[config.mk]
export PLATFORM = sky130hd
export DESIGN_NAME = uart_rx_capture
export DESIGN_NICKNAME = d
export VERILOG_FILES = /design/src/rtl/uart_rx_capture.sv
export SDC_FILE = /design/constraint.sdc
export NUM_CORES = 1
export LEC_CHECK = 0
export ABC_AREA = 0
export CORE_UTILIZATION = 35
export CTS_BUF_LIST = sky130_fd_sc_hd__clkbuf_8
export DETAILED_ROUTE_END_ITERATION = 6
export SLEW_MARGIN = 30
export SYNTH_ARGS = -nofsm -noshare
export SYNTH_HDL_FRONTEND = slang
export SYNTH_SLANG_ARGS = --single-unit
[constraint.sdc]
create_clock -name clk -period 2.65 [get_ports clk]
set_input_delay 0.265 -clock clk [delete_from_list [all_inputs] [get_ports clk]]
set_output_delay 0.265 -clock clk [all_outputs]
set_load 0.05 [all_outputs]
[src/rtl/uart_rx_capture.sv]
// uart_rx_capture: oversampling-free UART receiver (mid-bit sampling) with a
// first-word-fall-through receive FIFO and one-cycle error/overflow pulses.
// Optional feature macro: UART_RX_PARITY_EN (adds an even-parity bit and the
// PARITY state; without it the frame is 8N1 and o_parity_err is tied low).
module uart_rx_capture #(
  parameter int unsigned CLK_FREQ_HZ = 32'd12_500_000,
  parameter int unsigned BAUD        = 115200,
  parameter int unsigned FIFO_DEPTH  = 4
) (
  input  logic       clk,
  input  logic       rstn,
  input  logic       i_rx,
  output logic [7:0] o_data,
  output logic       o_valid,
  input  logic       i_ready,
  output logic       o_frame_err,
  output logic       o_parity_err,
  output logic       o_overflow,
  output logic       o_busy
);

  localparam int unsigned DIV   = (CLK_FREQ_HZ + BAUD / 2) / BAUD;
  localparam int          CNT_W = $clog2(DIV + 1);
  localparam int          AW    = $clog2(FIFO_DEPTH);

  localparam logic [CNT_W-1:0] C_DIV  = CNT_W'(DIV);
  localparam logic [CNT_W-1:0] C_HALF = CNT_W'(DIV / 2);
  localparam logic [CNT_W-1:0] C_ONE  = CNT_W'(1);

  typedef enum logic [2:0] {
    S_IDLE,
    S_START,
    S_DATA,
`ifdef UART_RX_PARITY_EN
    S_PARITY,
`endif
    S_STOP,
    S_WAIT_IDLE
  } state_t;

  state_t           r_state, w_state_nxt;
  logic             r_sync1, r_sync2;
  logic             w_rx_s;
  logic [CNT_W-1:0] r_cnt, w_cnt_nxt;
  logic [2:0]       r_bit, w_bit_nxt;
  logic [7:0]       r_shift, w_shift_nxt;
  logic             w_tick;
  logic             w_push_set, w_ferr_set;
  logic             r_push, r_frame_err, r_overflow;
`ifdef UART_RX_PARITY_EN
  logic             r_perr_flag, w_perr_flag_nxt;
  logic             w_perr_set, r_parity_err;
`endif

  logic [7:0]       r_mem [FIFO_DEPTH];
  logic [AW:0]      r_wr, r_rd;
  logic             w_empty, w_full, w_pop, w_push_ok, w_drop;

  assign w_rx_s = r_sync2;
  // A count of one marks the last cycle of the current wait period.
  assign w_tick = (r_cnt == C_ONE);

  // Two-flop synchronizer; idles high so reset never looks like a start bit.
  always_ff @(posedge clk or negedge rstn) begin
    if (!rstn) begin
      r_sync1 <= 1'b1;
      r_sync2 <= 1'b1;
    end else begin
      r_sync1 <= i_rx;
      r_sync2 <= r_sync1;
    end
  end

  // FSM state register.
  always_ff @(posedge clk or negedge rstn) begin
    if (!rstn) r_state <= S_IDLE;
    else       r_state <= w_state_nxt;
  end

  // Next-state, counter, shift and event logic for the receive FSM.
  always_comb begin
    w_state_nxt = r_state;
    w_cnt_nxt   = r_cnt;
    w_bit_nxt   = r_bit;
    w_shift_nxt = r_shift;
    w_push_set  = 1'b0;
    w_ferr_set  = 1'b0;
`ifdef UART_RX_PARITY_EN
    w_perr_flag_nxt = r_perr_flag;
    w_perr_set      = 1'b0;
`endif
    case (r_state)
      S_IDLE: begin
        if (!w_rx_s) begin
          w_state_nxt = S_START;
          w_cnt_nxt   = C_HALF;
          w_bit_nxt   = 3'd0;
`ifdef UART_RX_PARITY_EN
          w_perr_flag_nxt = 1'b0;
`endif
        end
      end
      S_START: begin
        if (w_tick) begin
          // Line back high at mid start bit: treat as a glitch.
          if (!w_rx_s) begin
            w_state_nxt = S_DATA;
            w_cnt_nxt   = C_DIV;
          end else begin
            w_state_nxt = S_IDLE;
          end
        end else begin
          w_cnt_nxt = r_cnt - C_ONE;
        end
      end
      S_DATA: begin
        if (w_tick) begin
          w_shift_nxt = {w_rx_s, r_shift[7:1]};
          w_cnt_nxt   = C_DIV;
          if (r_bit == 3'd7) begin
`ifdef UART_RX_PARITY_EN
            w_state_nxt = S_PARITY;
`else
            w_state_nxt = S_STOP;
`endif
            w_bit_nxt = 3'd0;
          end else begin
            w_bit_nxt = r_bit + 3'd1;
          end
        end else begin
          w_cnt_nxt = r_cnt - C_ONE;
        end
      end
`ifdef UART_RX_PARITY_EN
      S_PARITY: begin
        if (w_tick) begin
          w_perr_flag_nxt = (w_rx_s != (^r_shift));
          w_state_nxt     = S_STOP;
          w_cnt_nxt       = C_DIV;
        end else begin
          w_cnt_nxt = r_cnt - C_ONE;
        end
      end
`endif
      S_STOP: begin
        if (w_tick) begin
          if (w_rx_s) begin
`ifdef UART_RX_PARITY_EN
            w_perr_set = r_perr_flag;
            w_push_set = !r_perr_flag;
`else
            w_push_set = 1'b1;
`endif
            w_state_nxt = S_IDLE;
          end else begin
            // Bad stop bit: drop the byte and wait out any line break.
            w_ferr_set  = 1'b1;
`ifdef UART_RX_PARITY_EN
            w_perr_set  = r_perr_flag;
`endif
            w_state_nxt = S_WAIT_IDLE;
          end
        end else begin
          w_cnt_nxt = r_cnt - C_ONE;
        end
      end
      S_WAIT_IDLE: begin
        if (w_rx_s) w_state_nxt = S_IDLE;
      end
      default: w_state_nxt = S_IDLE;
    endcase
  end

  // Control registers: bit timer, bit index, push request and status pulses.
  always_ff @(posedge clk or negedge rstn) begin
    if (!rstn) begin
      r_cnt       <= '0;
      r_bit       <= 3'd0;
      r_push      <= 1'b0;
      r_frame_err <= 1'b0;
      r_overflow  <= 1'b0;
`ifdef UART_RX_PARITY_EN
      r_perr_flag  <= 1'b0;
      r_parity_err <= 1'b0;
`endif
    end else begin
      r_cnt       <= w_cnt_nxt;
      r_bit       <= w_bit_nxt;
      r_push      <= w_push_set;
      r_frame_err <= w_ferr_set;
      r_overflow  <= w_drop;
`ifdef UART_RX_PARITY_EN
      r_perr_flag  <= w_perr_flag_nxt;
      r_parity_err <= w_perr_set;
`endif
    end
  end

  // Receive shift register; pure data, so no reset.
  always_ff @(posedge clk) begin
    r_shift <= w_shift_nxt;
  end

  // FIFO status: extra pointer MSB separates full from empty.
  assign w_empty   = (r_wr == r_rd);
  assign w_full    = (r_wr[AW] != r_rd[AW]) && (r_wr[AW-1:0] == r_rd[AW-1:0]);
  assign w_pop     = !w_empty && i_ready;
  assign w_push_ok = r_push && (!w_full || w_pop);
  assign w_drop    = r_push && w_full && !w_pop;

  // FIFO pointers.
  always_ff @(posedge clk or negedge rstn) begin
    if (!rstn) begin
      r_wr <= '0;
      r_rd <= '0;
    end else begin
      if (w_push_ok) r_wr <= r_wr + 1'b1;
      if (w_pop)     r_rd <= r_rd + 1'b1;
    end
  end

  // FIFO storage; the byte is still held in the shift register at push time.
  always_ff @(posedge clk) begin
    if (w_push_ok) r_mem[r_wr[AW-1:0]] <= r_shift;
  end

  assign o_valid     = !w_empty;
  assign o_data      = w_empty ? 8'h00 : r_mem[r_rd[AW-1:0]];
  assign o_frame_err = r_frame_err;
  assign o_overflow  = r_overflow;
  assign o_busy      = (r_state != S_IDLE);
`ifdef UART_RX_PARITY_EN
  assign o_parity_err = r_parity_err;
`else
  assign o_parity_err = 1'b0;
`endif

endmodule

==> results of run 1 <==
## power by group through the flow
| stage | clock, W | sequential, W | combinational, W |
|---|---|---|---|
| floorplan | 0 | 0.00112 | 0.000642 |
| global placement | 0 | 0.00112 | 0.000864 |
| detailed placement | 0 | 0.00113 | 0.000867 |
| CTS | 0.00103 | 0.00110 | 0.000870 |
| global route | 0.00107 | 0.00111 | 0.000909 |
| finish | 0.00101 | 0.00110 | 0.000850 |
## cell usage after synthesis (3+ instances only)
library cell / count
a21oi_1: 4
clkbuf_1: 4
mux4_2: 8
nor2_1: 11
xnor2_1: 7
nand3_1: 6
edfxtp_1: 40
ha_1: 9
mux2_2: 5
nor4_1: 3
o21ai_0: 4
nand2_1: 4
mux2i_1: 3
dfrtp_1: 22
inv_1: 17
and2_1: 9
## worst max-delay path, stage by stage, from the launching register on
cell and delay [ps]:
dfrtp_1 520, or3_1 420, clkdlybuf4s50_1 710
## layout make-up
| type | instances | area, um2 | area share, % |
|---|---|---|---|
| Inverter | 17 | 63.81 | 1.876 |
| Clock buffer | 9 | 123.9 | 3.641 |
| Tap cell | 102 | 127.6 | 3.751 |
| Multi-Input combinational cell | 112 | 955.9 | 28.10 |
| Sequential cell | 64 | 1804 | 53.03 |
| Clock inverter | 7 | 118.9 | 3.494 |
| Timing Repair Buffer | 24 | 207.7 | 6.105 |
## worst max-delay path by stage
stage	startpoint	slack, ps	depth (start not counted)	endpoint
global placement	r_state[2]	760	2	o_busy
floorplan	r_rd[0]	470	5	o_data[0]
detailed placement	r_state[2]	760	2	o_busy
finish	r_state[2]	400	2	o_busy
global route	r_wr[1]	300	4	o_data[7]
CTS	r_wr[0]	370	4	o_data[7]
## state kept, by name, indices dropped and copies added (netlist names), 3 cells and up
register	cells
r_cnt	7
r_wr	3
r_rd	3
r_mem	32
r_bit	3
r_shift	8
r_state	3
## per-stage QoR
| step | hold WS (ps) | instances |
|---|---|---|
| after floorplan | -30.59 | 202 |
| after global placement | 345.8 | 319 |
| after detailed placement | 352.2 | 319 |
| after CTS | 319.1 | 335 |
| after global routing | 331.0 | 335 |
| final | 299.2 | 335 |
## cells by family (layout without fill, tap and decap cells)
family | count (synthesis) | in the layout | synth area share, %
other | 1 | 1 | 0.1304
AND/OR/NAND/NOR | 49 | 49 | 9.878
AO/OA/AOI/OAI | 28 | 28 | 7.311
adder cells (fa/ha/maj) | 9 | 9 | 3.917
flip-flops | 64 | 64 | 62.75
buffers and inverters | 26 | 57 | 4.003
XOR/XNOR | 9 | 9 | 2.742
multiplexers | 16 | 16 | 9.269
## routing by layer
metal  GRT usage (%)  share of wire [%]  vias up
met3           2.709                3.2       12
met4           7.692                2.5        0
li1                -                  -      792
met5               0                  0        -
met1           18.12                 49      816
met2           19.88                 45       26
==> metrics.csv, run 1 <==
stage;metric;value;unit
place;post-place-ws;765.0;ps
pwr;fin_total_pwr;0.002963;W
timing;period_minus_slack;2254;ps
die;die_w;92.64;um
clock_network;clk_latency;340;ps
layout;area_growth_syn_to_layout;18.32;%
pwr;p_seq_share;37.3;%
global_routing;grt_max_degree;17;
layout;antenna_cells;0;
pwr;power_switching;0.0009147;W
timing;fmax;443.7;MHz
pwr;combPwrFrac;28.7;%
die;dieArea;8581;um2
logic_synthesis;synth_area_per_cell;14.23;um2
logic_synthesis;ys_seq_elements;64;
logic_synthesis;netlist_area;2875;um2
route;routed_wirelength;4982;um
run_status;outcome;completed;
clock_network;cts_setup_buffers;0;
worst_setup_path;reg2regPathDepth;6;
global_routing;grt-ovfl-total;0;
hold_path;hold_class;in -> async;
die;fp.dieH;92.64;um
logic_synthesis;yosysSeqAreaShare;62.75;%
timing;clock_skew;11.35;ps
route;postRouteAntennaNets;0;
global_routing;antenna_found_initial;0;
logic_synthesis;synth_top_area_share;41.78;%
place;io_buffers;15;
clock_network;cts-root-buf;clkbuf_8;
worst_setup_path;r2r-start;r_cnt[1];
route;routed_via_density;4.913;
place;gp_congestion;0.8349;
layout;layout-drive-gt1-share;22.75;%
route;firstDrtPassIters;4;
logic_synthesis;ys_warn_count;0;
layout;finish.utilization;43.35;%
clock_network;cts_buffers;9;
pwr;p_leak;1.284;nW
run;maxCapViolCount;0;
route;drc;0;
die;core-area;7848;um2
worst_setup_path;path_class;reg -> out;
layout;fillCellCount;741;
die;io_pins;17;
logic_synthesis;synth_edf_count;40;
clock_network;clkTransAtPathRegs;70;ps
worst_setup_path;startpoint_type;flop;
route;vias;1646;
route;drt-wirelength-per-cell;14.87;um
timing;slew_headroom;60.42;%
pwr;p_per_area;871.1;nW/um2
clock_network;h-tree-depth;3;
global_routing;grt_pass1_wl;8514;um
global_routing;grt_pass1_vias;1722;
route;drt-initial-drc-count;49;
die;initial_core_util;36.64;%
layout;nNetsFinal;241;
place;placed_cell_area;3159;um2
timing;setup_violations;0;
clock_network;cts_sinks;64;
worst_setup_path;end_kind;output port;
worst_setup_path;crit_path_max_fanout;11;
place;hpwl;3337;um
layout;final_common_cell;edfxtp_1;
global_routing;grt_usage;13.35;%
worst_setup_path;timing.rr.end;r_bit[0];
timing;grt_setup_unrepaired;no;
die;rows;32;
logic_synthesis;synth.distinct_cells;50;
pwr;switching_share;30.87;%
worst_setup_path;rrSetupSlack;750;ps
worst_setup_path;cp.required;2380;ps
timing;period_share;85.06;%
clock_network;cts_tree;built;
logic_synthesis;yosysTopAreaCell;edfxtp_1;
worst_setup_path;cp.arrival;1990;ps
logic_synthesis;ys_top_cells_by_area;edfxtp_1 (42%), dfrtp_1 (19%), mux4_2 (6.3%), ha_1 (3.9%), inv_1 (2.2%);
pwr;pwr-share-clk;34.1;%
timing;hold_violations;0;
timing;report.final.slew_viol_count;0;
clock_network;postCtsHoldBufs;0;
pwr;cell_internal_pwr;0.002049;W
timing;fin_ws;396.0;ps
logic_synthesis;synth_ff_type;edfxtp_1;
clock_network;ctsResizeCount;0;
logic_synthesis;syn-num-nets;215;
logic_synthesis;syn_inst;202;
clock_network;clk_path_buf_depth;2;
timing;setup_tns;0;ps
logic_synthesis;async_reset_ff_share;37.50;%
layout;postLayoutCellArea;3402;um2
pwr;vdd_drop_max;445.0;uV
timing;worst_pin_slew;591.9;ps
layout;layout_common_cells;edfxtp_1 (40), dfrtp_1 (22), inv_1 (17), buf_4 (17), nor2_1 (11);
Note: power is estimated with default switching activity, not from simulation.
==> inputs of run 2 (changes only) <==
CORE_UTILIZATION = 45   (was 35)
SLEW_MARGIN = 10   (was 30)
==> run 2 against run 1 <==
Against the previous run:
- power rose by 1.7%
- sequential share of layout area rose by 0.95 points
- maximum frequency fell by 2.5%
- flip-flop and latch count did not move
- routed wire length fell by 1.1%
- first-iteration DRC count rose by 35%
- cell count fell by 9.6%
- sequential power rose by 4%
- setup slack got worse by 58 ps
- critical path depth rose by 2
- global-route usage rose by 3.2 points
- worst hold slack got worse by 31 ps
- critical endpoint is now o_data[7]
==> metrics.csv, run 2 (synthesis gave the netlist of run 1 again) <==
stage;metric;value;unit;change
die;die_w;81.94;um;-12%
pwr;power_switching;0.0009015;W;-1.4%
worst_setup_path;cp.arrival;2050;ps;+60 ps
route;firstDrtPassIters;4;;unchanged
global_routing;grt-ovfl-total;0;;unchanged
place;io_buffers;15;;unchanged
global_routing;grt_pass1_vias;1723;;+0.058%
place;placed_cell_area;3075;um2;-2.7%
timing;grt_setup_unrepaired;no;;
run_status;outcome;completed;;
pwr;p_leak;1.270;nW;-1.1%
clock_network;clkTransAtPathRegs;70;ps;about the same
layout;postLayoutCellArea;3342;um2;-1.8%
route;drt-initial-drc-count;66;;+35%
die;fp.dieH;81.94;um;-12%
route;postRouteAntennaNets;0;;unchanged
worst_setup_path;end_kind;output port;;
timing;hold_violations;0;;unchanged
place;hpwl;3449;um;+3.3%
die;core-area;6026;um2;-23%
clock_network;cts_buffers;9;;unchanged
layout;largest_reg_flops;32;;unchanged
clock_network;clk_latency;340;ps;about the same
route;vias;1672;;+1.6%
pwr;vdd_drop_max;601.6;uV;+35%
worst_setup_path;path_class;reg -> out;;
layout;fin_cells;303;;-9.6%
global_routing;antenna_found_initial;0;;unchanged
timing;worst_pin_slew;730.1;ps;+138.2 ps
pwr;combPwrFrac;25.7;%;-3.0 points
worst_setup_path;startpoint_type;flop;;
route;routed_via_density;5.518;;+12%
timing;period_share;87.23;%;+2.2 points
timing;report.final.slew_viol_count;0;;unchanged
layout;antenna_cells;0;;unchanged
timing;setup_violations;0;;unchanged
timing;hold_slack;267.9;ps;-31.27 ps
route;drc;0;;unchanged
hold_path;hold_class;in -> async;;
layout;area_growth_syn_to_layout;16.23;%;
place;place_inst;287;;-10%
route;routed_wirelength;4927;um;-1.1%
layout;nNetsFinal;236;;-2.1%
layout;layout-drive-gt1-share;21.49;%;-1.3 points
worst_setup_path;critPathLaunch;r_rd[1];;
timing;setup_tns;0;ps;unchanged
timing;slew_headroom;51.15;%;-9.3 points
die;io_pins;17;;unchanged
die;initial_core_util;47.72;%;+11 points
pwr;fin_total_pwr;0.003015;W;+1.7%
clock_network;clk_path_buf_depth;2;;unchanged
pwr;cell_internal_pwr;0.002113;W;+3.2%
clock_network;cts_setup_buffers;0;;unchanged
clock_network;postCtsHoldBufs;0;;unchanged
worst_setup_path;crit_path_max_fanout;11;;unchanged
clock_network;h-tree-depth;3;;unchanged
global_routing;grt_pass1_wl;7852;um;-7.8%
pwr;p_per_area;902.1;nW/um2;+3.6%
clock_network;cts_sinks;64;;unchanged
route;drt-wirelength-per-cell;16.26;um;+9.3%
global_routing;grt_usage;16.52;%;+3.2 points
layout;fillCellCount;494;;-33%
clock_network;cts_tree;built;;
timing;fmax;432.6;MHz;-2.5%
clock_network;cts-root-buf;clkbuf_8;;
worst_setup_path;cp.required;2380;ps;about the same
layout;layout_common_cells;edfxtp_1 (40), dfrtp_1 (22), inv_1 (17);;
clock_network;ctsResizeCount;0;;unchanged
timing;period_minus_slack;2312;ps;+57.58 ps
pwr;pwr-share-clk;36.6;%;+2.5 points
timing;clock_skew;4.112;ps;-7.237 ps
run;maxCapViolCount;0;;unchanged
die;rows;28;;-13%
pwr;switching_share;29.90;%;-0.96 points
layout;final_common_cell;edfxtp_1;;
global_routing;grt_max_degree;17;;unchanged
worst_setup_path;r2r-start;r_rd[1];;
pwr;p_seq_share;37.7;%;+0.4 points
die;dieArea;6713;um2;-22%
place;gp_congestion;0.8334;;-0.18%
==> run 2: cell count changes in the layout (fill, tap and decap cells not counted) <==
| cell | previous run | this run |
|---|---|---|
| buf_12 | 1 | 0 |
| buf_4 | 17 | 13 |
| bufinv_16 | 3 | 4 |
| clkinv_1 | 1 | 0 |
| clkinv_2 | 0 | 1 |
| clkinvlp_4 | 1 | 0 |
==> run 2: routing by layer <==
layer	GRT usage (%)	share of wire [%]	wire length, um	vias to the layer above
li1	-	-	-	785
met1	18.40	43	2142	832
met2	28.60	51	2510	43
met3	4.778	3.4	166	12
met4	8.421	2.2	108	0
met5	0	0	0	-
==> run 2: path summary, 6_finish.rpt <==
| check | endpoint | slack (ps) | cells after the start |
|---|---|---|---|
| setup reg to reg | r_mem[1][2] | 540 | 3 |
| hold / removal | r_wr[0] | 270 | 1 |
| setup / recovery | o_data[7] | 340 | 4 |
| hold reg to reg | r_sync2 | 360 | 0 |
| max in group asynchronous | r_cnt[0] | 1790 | 2 |
| min in group clk | r_sync1 | 330 | 1 |
==> run 2: power groups by stage <==
| stage | Combinational, W | Clock (W) | Sequential (W) |
|---|---|---|---|
| finish | 0.000776 | 0.00110 | 0.00114 |
| global route | 0.000829 | 0.00116 | 0.00114 |
| CTS | 0.000787 | 0.00112 | 0.00114 |
| detailed placement | 0.000787 | 0 | 0.00116 |
| global placement | 0.000775 | 0 | 0.00115 |
| floorplan | 0.000642 | 0 | 0.00112 |
==> run 2: layout make-up <==
| class | count | area [um2] | area share [%] |
|---|---|---|---|
| flip-flops and latches | 64 | 1804 | 53.99 |
| multi-input cells | 112 | 955.9 | 28.60 |
| repair buffers | 19 | 157.7 | 4.717 |
| clock inverters | 7 | 142.6 | 4.268 |
| clock buffers | 9 | 123.9 | 3.706 |
| well taps | 75 | 93.84 | 2.808 |
| inverters | 17 | 63.81 | 1.909 |
==> run 2: metrics by stage <==
stage | utilization [%] | worst slack, ps
floorplan | - | 469.4
global placement | 51.04 | 668.2
detailed placement | 51.04 | 527.8
CTS | 55.46 | 289.0
global route | 55.46 | 163.4
finish | 55.46 | 338.5
==> run 2: worst max-delay path, stage by stage (launching register included) <==
cell and delay (ps):
dfrtp_1 560, xnor2_1 340, nand3_1 350, and2_1 270
buf_4 190
